[config.mk]
export PLATFORM = sky130hd
export DESIGN_NAME = mem_store_unit
export DESIGN_NICKNAME = d
export VERILOG_FILES = /design/src/rtl/mem_store_unit.sv
export SDC_FILE = /design/constraint.sdc
export NUM_CORES = 1
export LEC_CHECK = 0
export BUFFER_PORTS_ARGS = -buffer_cell sky130_fd_sc_hd__buf_4
export CORE_ASPECT_RATIO = 0.5
export CORE_MARGIN = 2
export CORE_UTILIZATION = 48
export CTS_CLUSTER_SIZE = 16
export DETAILED_ROUTE_END_ITERATION = 6
export GPL_TIMING_DRIVEN = 0
export PLACE_DENSITY = 0.8
export SYNTH_ARGS = -nofsm -noshare
export SYNTH_HDL_FRONTEND = slang
export SYNTH_SLANG_ARGS = --single-unit
[constraint.sdc]
create_clock -name clk -period 2.1 [get_ports clk]
set_input_delay 0.21 -clock clk [delete_from_list [all_inputs] [get_ports clk]]
set_output_delay 0.21 -clock clk [all_outputs]
set_load 0.05 [all_outputs]
[src/rtl/mem_store_unit.sv]
// Store unit: accepts one store request from the memory stage, checks
// alignment, builds byte strobes and lane-replicated write data, runs the
// data-bus valid/addr_ok/data_ok handshake and pulses a one-cycle
// completion or AdES response back to the pipeline.
module mem_store_unit #(
   parameter bit CHECK_ALIGN = 1'b1
) (
   input  logic        clk,
   input  logic        resetn,
   input  logic        req_valid,
   output logic        req_ready,
   input  logic [31:0] req_addr,
   input  logic [31:0] req_data,
   input  logic [1:0]  req_strobe_type,
   output logic        resp_valid,
   output logic        resp_ades,
   output logic [31:0] resp_badvaddr,
   output logic        dreq_valid,
   output logic [31:0] dreq_addr,
   output logic [2:0]  dreq_size,
   output logic [3:0]  dreq_strobe,
   output logic [31:0] dreq_data,
   input  logic        dresp_addr_ok,
   input  logic        dresp_data_ok
);

   typedef enum logic [1:0] {IDLE, REQ, WAIT} state_t;

   // Bus-side view of one formatted store.
   typedef struct packed {
      logic [31:0] addr;
      logic [2:0]  size;
      logic [3:0]  strobe;
      logic [31:0] data;
   } bus_req_t;

   state_t   state, state_nxt;
   bus_req_t fmt, bus_q;
   logic     accept, is_word, is_half, misaligned, raise_ades, issue, done;

   assign req_ready  = (state == IDLE);
   assign dreq_valid = (state == REQ);
   assign dreq_addr   = bus_q.addr;
   assign dreq_size   = bus_q.size;
   assign dreq_strobe = bus_q.strobe;
   assign dreq_data   = bus_q.data;

   assign accept     = req_valid & req_ready;
   assign is_word    = (req_strobe_type == 2'b00);
   assign is_half    = (req_strobe_type == 2'b01);
   assign misaligned = (is_half & req_addr[0]) | (is_word & (req_addr[1:0] != 2'b00));
   // With the check disabled, misaligned stores go to the bus and the strobe
   // is still derived from addr[1:0].
   assign raise_ades = accept & misaligned & CHECK_ALIGN;
   assign issue      = accept & ~raise_ades;

   // Lane formatting: replicate the right-aligned datum across all lanes,
   // enable only the lanes addressed.
   always_comb begin
      fmt.addr   = req_addr;
      fmt.size   = 3'd2;
      fmt.strobe = 4'b1111;
      fmt.data   = req_data;
      case (req_strobe_type)
         2'b00: ;
         2'b01: begin
            fmt.size   = 3'd1;
            fmt.strobe = req_addr[1] ? 4'b1100 : 4'b0011;
            fmt.data   = {2{req_data[15:0]}};
         end
         default: begin
            fmt.size   = 3'd0;
            fmt.strobe = 4'b0001 << req_addr[1:0];
            fmt.data   = {4{req_data[7:0]}};
         end
      endcase
   end

   // Handshake sequencing; data_ok outside REQ-after-addr_ok/WAIT is ignored.
   always_comb begin
      state_nxt = state;
      done      = 1'b0;
      case (state)
         IDLE: if (issue) state_nxt = REQ;
         REQ: begin
            if (dresp_addr_ok) begin
               if (dresp_data_ok) begin
                  state_nxt = IDLE;
                  done      = 1'b1;
               end else begin
                  state_nxt = WAIT;
               end
            end
         end
         WAIT: begin
            if (dresp_data_ok) begin
               state_nxt = IDLE;
               done      = 1'b1;
            end
         end
         default: state_nxt = IDLE;
      endcase
   end

   // State register; reset abandons any in-flight store silently.
   always_ff @(posedge clk or negedge resetn) begin
      if (!resetn) state <= IDLE;
      else         state <= state_nxt;
   end

   // Bus request fields latch on issue and stay stable until addr_ok.
   always_ff @(posedge clk or negedge resetn) begin
      if (!resetn)    bus_q <= '0;
      else if (issue) bus_q <= fmt;
   end

   // One-cycle response pulse: completion, or AdES the cycle after accept.
   always_ff @(posedge clk or negedge resetn) begin
      if (!resetn) begin
         resp_valid    <= 1'b0;
         resp_ades     <= 1'b0;
         resp_badvaddr <= '0;
      end else begin
         resp_valid    <= done | raise_ades;
         resp_ades     <= raise_ades;
         resp_badvaddr <= raise_ades ? req_addr : 32'h0;
      end
   end

endmodule

==> out/qor.csv <==
stage;metric;value;unit
route;Pre-antenna DRT Iters;4;
setup_path;R2R setup slack;0.21;ns
grt;initial antenna violation count;0;
setup_path;worst r2r path cells;6;
clocking;post-cts resize count;0;
timing;Slew @ Worst Pin;0.935;ns
die;Core Rows;24;
clocking;Clock Path Buffers;2;
run_status;status;finished with violations;
route;drt total wl;10.2;mm
synth;synth cell count leaders;dfrtp_1, mux2_2, and2_1;
setup_path;r2r startpoint;state[0]$_DFFE_PN0P_;
route;Routed met3 length;538;microns
die;Core ar.;8740;sq um
synth;Mean Syn Cell Area;14.1;sq um
timing;Min Clock Period, post-route;1.89;ns
synth;YS warnings;0;
clocking;hold buffers post-CTS;0;
die;DIE AREA;9870;sq um
timing;Fmax achieved;528;MHz
clocking;Clock Latency Late Sink;0.33;ns
cells_and_area;Final Cell Area;6110;sq um
timing;max_slew headroom;0.377;
cells_and_area;fill count;617;
timing;RSZ-0062 raised after global routing;false;
grt;first-pass GRT wire length;16.2;mm
clocking;CTS clk-pin slew, worst paths;0.07;ns
run_status;failing checks;hold timing;
synth;Post-Syn Nets;382;
clocking;clock root buffer master;clkbuf_16;
synth;Mapped Area;4340;sq um
worst_hold_path;Min-Delay Path Class;primary input to asynchronous set/reset pin;
place;gp weighted congestion;0.762;
clocking;Num CTS Buffers;9;
cells_and_area;area of the multi-input gates;1540;sq um
route;highest routed layer;met4;
timing;final setup margin;0.206;ns
route;via count;3011;
job;max_cap viols;0;
power_and_ir_drop;NetSw;4840;uW
cells_and_area;Final nets;568;
synth;adder-cell share of the synthesized area;0.00865;
route;Post-Route M1 WL;3.97;mm
power_and_ir_drop;Combinational Power Share;0.535;
timing;Hold Vio Cnt, Final;8;
cells_and_area;final non-filler cell total;614;
timing;Final Max Slew Viols;0;
setup_path;CP max stage delay;0.40;ns
clocking;CTS tree;built;
grt;vias in the first global route;3134;
synth;post-synthesis xor/xnor area fraction;0;
grt;largest net degree at the start of global routing;107;
power_and_ir_drop;internal power;5830;uW
synth;largest family of logic cells by synthesized area;multiplexers;
power_and_ir_drop;P_leak;0.00312;uW
grt;GRT overflow;0;
die;Starting Density;0.497;
power_and_ir_drop;PD cells;1740;nW/um^2
die;I/O pin cnt;178;
timing;final setup vio count;0;
clocking;H-tree levels;3;
die;die height;71.2;microns
route;metal2 WL;5.51;mm
setup_path;Setup CP Type;flip-flop to flip-flop;
synth;Yosys reg bits;106;
power_and_ir_drop;Flop pwr share;0.301;
synth;ys async rst share;1.00;
timing;fin crit share;0.902;
place;PortBufs;175;
cells_and_area;sequential cell area;2650;sq um
cells_and_area;Antenna diodes;0;
synth;Cells after Synth;308;
synth;post-synthesis cell type count;26;
route;DR iter-0 viols;162;
setup_path;Worst EP arrival;2.17;ns
setup_path;CP startpoint kind;flip-flop;
synth;count leader, synth;dfrtp_1;
place;detailed-placement wirelength estimate;7.46;mm
route;Detail Route Antenna Nets;0;
die;Die X;138;microns
synth;top cell type by total area after synthesis;dfrtp_1;
timing;TNS Setup;0;ns
power_and_ir_drop;worst vdd ir;0.974;mV
synth;sequential area share after synthesis;0.611;
timing;worst hold slack;-0.0123;ns
cells_and_area;Area growth syn-to-layout;40.8;%
place;Placed Area;5800;sq um
cells_and_area;share of layout cells above drive strength 1;0.559;
synth;multiplexer area fraction after synthesis;0.234;
power_and_ir_drop;clock network power share;0.164;
place;Post-Place Worst Slack;0.198;ns
synth;compound-cell area share of the yosys netlist;0.0375;
setup_path;CP Capture Type;flip-flop;
synth;area share of the largest cell type after synthesis;0.611;
setup_path;FF-to-FF End;resp_badvaddr[23]$_DFF_PN0_;
route;Remaining DRCs;0;
timing;Clock Skew;0.00578;ns
clocking;setup bufs post-CTS;0;
clocking;CTS sink cnt;106;
setup_path;CP max FO;10;
grt;all-layer global routing usage;0.210;
synth;Synth Area in Simple Gates;0.0741;
setup_path;Critical Path RT;2.37;ns
synth;ys flop type;dfrtp_1;
setup_path;crit-path cells;inv_1 > ha_2 > nand2_1 > nor2_1 > clkbuf_1 > and2_1;
route;vias per inst;4.90;
power_and_ir_drop;Switching Share;0.454;
setup_path;Slowest-stage cell, CP;dfrtp_1;
route;WL per Instance;16.6;microns
synth;top cells by area, synth;dfrtp_1, mux2_2, mux2_4;
synth;Post-synth EDFFs;0;
place;Inst Count DP;600;
==> how the worst max path moves through the flow <==
| stage | slack [ns] | start | end |
|---|---|---|---|
| floorplan | 0.20 | state[0]$_DFFE_PN0P_ | dreq_data[13]$_DFFE_PN0P_ |
| global placement | 0.20 | state[1]$_DFFE_PN0P_ | resp_badvaddr[25]$_DFF_PN0_ |
| detailed placement | 0.20 | state[0]$_DFFE_PN0P_ | resp_badvaddr[19]$_DFF_PN0_ |
| CTS | 0.19 | state[0]$_DFFE_PN0P_ | resp_badvaddr[19]$_DFF_PN0_ |
| global route | 0.04 | state[0]$_DFFE_PN0P_ | resp_badvaddr[27]$_DFF_PN0_ |
| finish | 0.21 | state[0]$_DFFE_PN0P_ | resp_badvaddr[23]$_DFF_PN0_ |
==> sequential cells by signal, indices dropped and copies added, names as in the netlist <==
name	count
resp_valid	1
resp_badvaddr	32
dreq_data	32
dreq_size	2
dreq_addr	32
dreq_strobe	4
resp_ades	1
state	2
==> power groups by stage <==
stage	clock network (uW)	logic [uW]	registers, uW
final	1750	5700	3220
after global routing	1860	5910	3310
after CTS	1790	5750	3210
after detailed placement	0	5750	3230
after global placement	0	5680	3210
after floorplan	0	1410	5790
==> layer usage <==
layer	track usage	vias to the layer above
li1	-	1404
met1	0.252	1504
met2	0.381	89
met3	0.0548	14
met4	0.0680	0
met5	0	-
==> critical path: cells and delay by family, from the launching register on <==
kind / cells / cell delay [ns]
adder cells (fa/ha/maj): 1 / 0.24
flip-flops: 1 / 0.40
buffers and inverters: 2 / 0.47
AND/OR/NAND/NOR: 3 / 0.73
==> layout make-up <==
class | count | area share
clock inverter | 4 | 0.0127
clock buffer | 10 | 0.0375
inverter | 14 | 0.00860
timing repair buffer | 175 | 0.216
sequential | 106 | 0.434
buffer | 16 | 0.0153
multi-input combinational | 172 | 0.253
tap | 117 | 0.0239
==> kinds of logic (layout without fill, tap and decap cells) <==
| kind of cell | Yosys count | in the layout |
|---|---|---|
| flops | 106 | 106 |
| mux | 85 | 85 |
| simple gates | 54 | 54 |
| buf+inv | 30 | 219 |
| compound gates | 29 | 29 |
| fa+ha+maj | 3 | 3 |
| other cells | 1 | 1 |
==> cell usage in the layout (no fill, tap or decap) <==
cell       netlist  routed
a21o_1           2       2
a21oi_1          2       2
and2_1          32      32
buf_2            6       6
buf_4            1     175
buf_6            3       4
bufinv_16        0       2
clkbuf_1         6       7
clkbuf_16        0       9
clkinv_4         0       1
conb_1           1       1
dfrtp_1        106     106
ha_1             3       2
ha_2             0       1
inv_1           14      14
inv_6            0       1
mux2_2          56      56
mux2_4          19      19
mux2i_1         10      10
nand2_1         11      11
nand2b_1         1       1
nand3_2          1       1
nor2_1           3       3
nor2b_1          1       1
nor2b_4          2       2
nor3_1           2       2
nor4b_1          1       1
o211a_1          1       1
o21ai_0         20      20
o21ai_2          1       1
o22ai_1          3       3
==> metrics by stage <==
stage,hold slack (ns),total power [uW],util
after floorplan,-0.0856,7210,-
after global placement,0.427,8880,0.664
after detailed placement,0.430,8980,0.664
after CTS,0.0751,10800,0.699
after global routing,0.0792,11100,0.700
final,-0.0123,10700,0.700
Note: power is estimated with default switching activity, not from simulation.
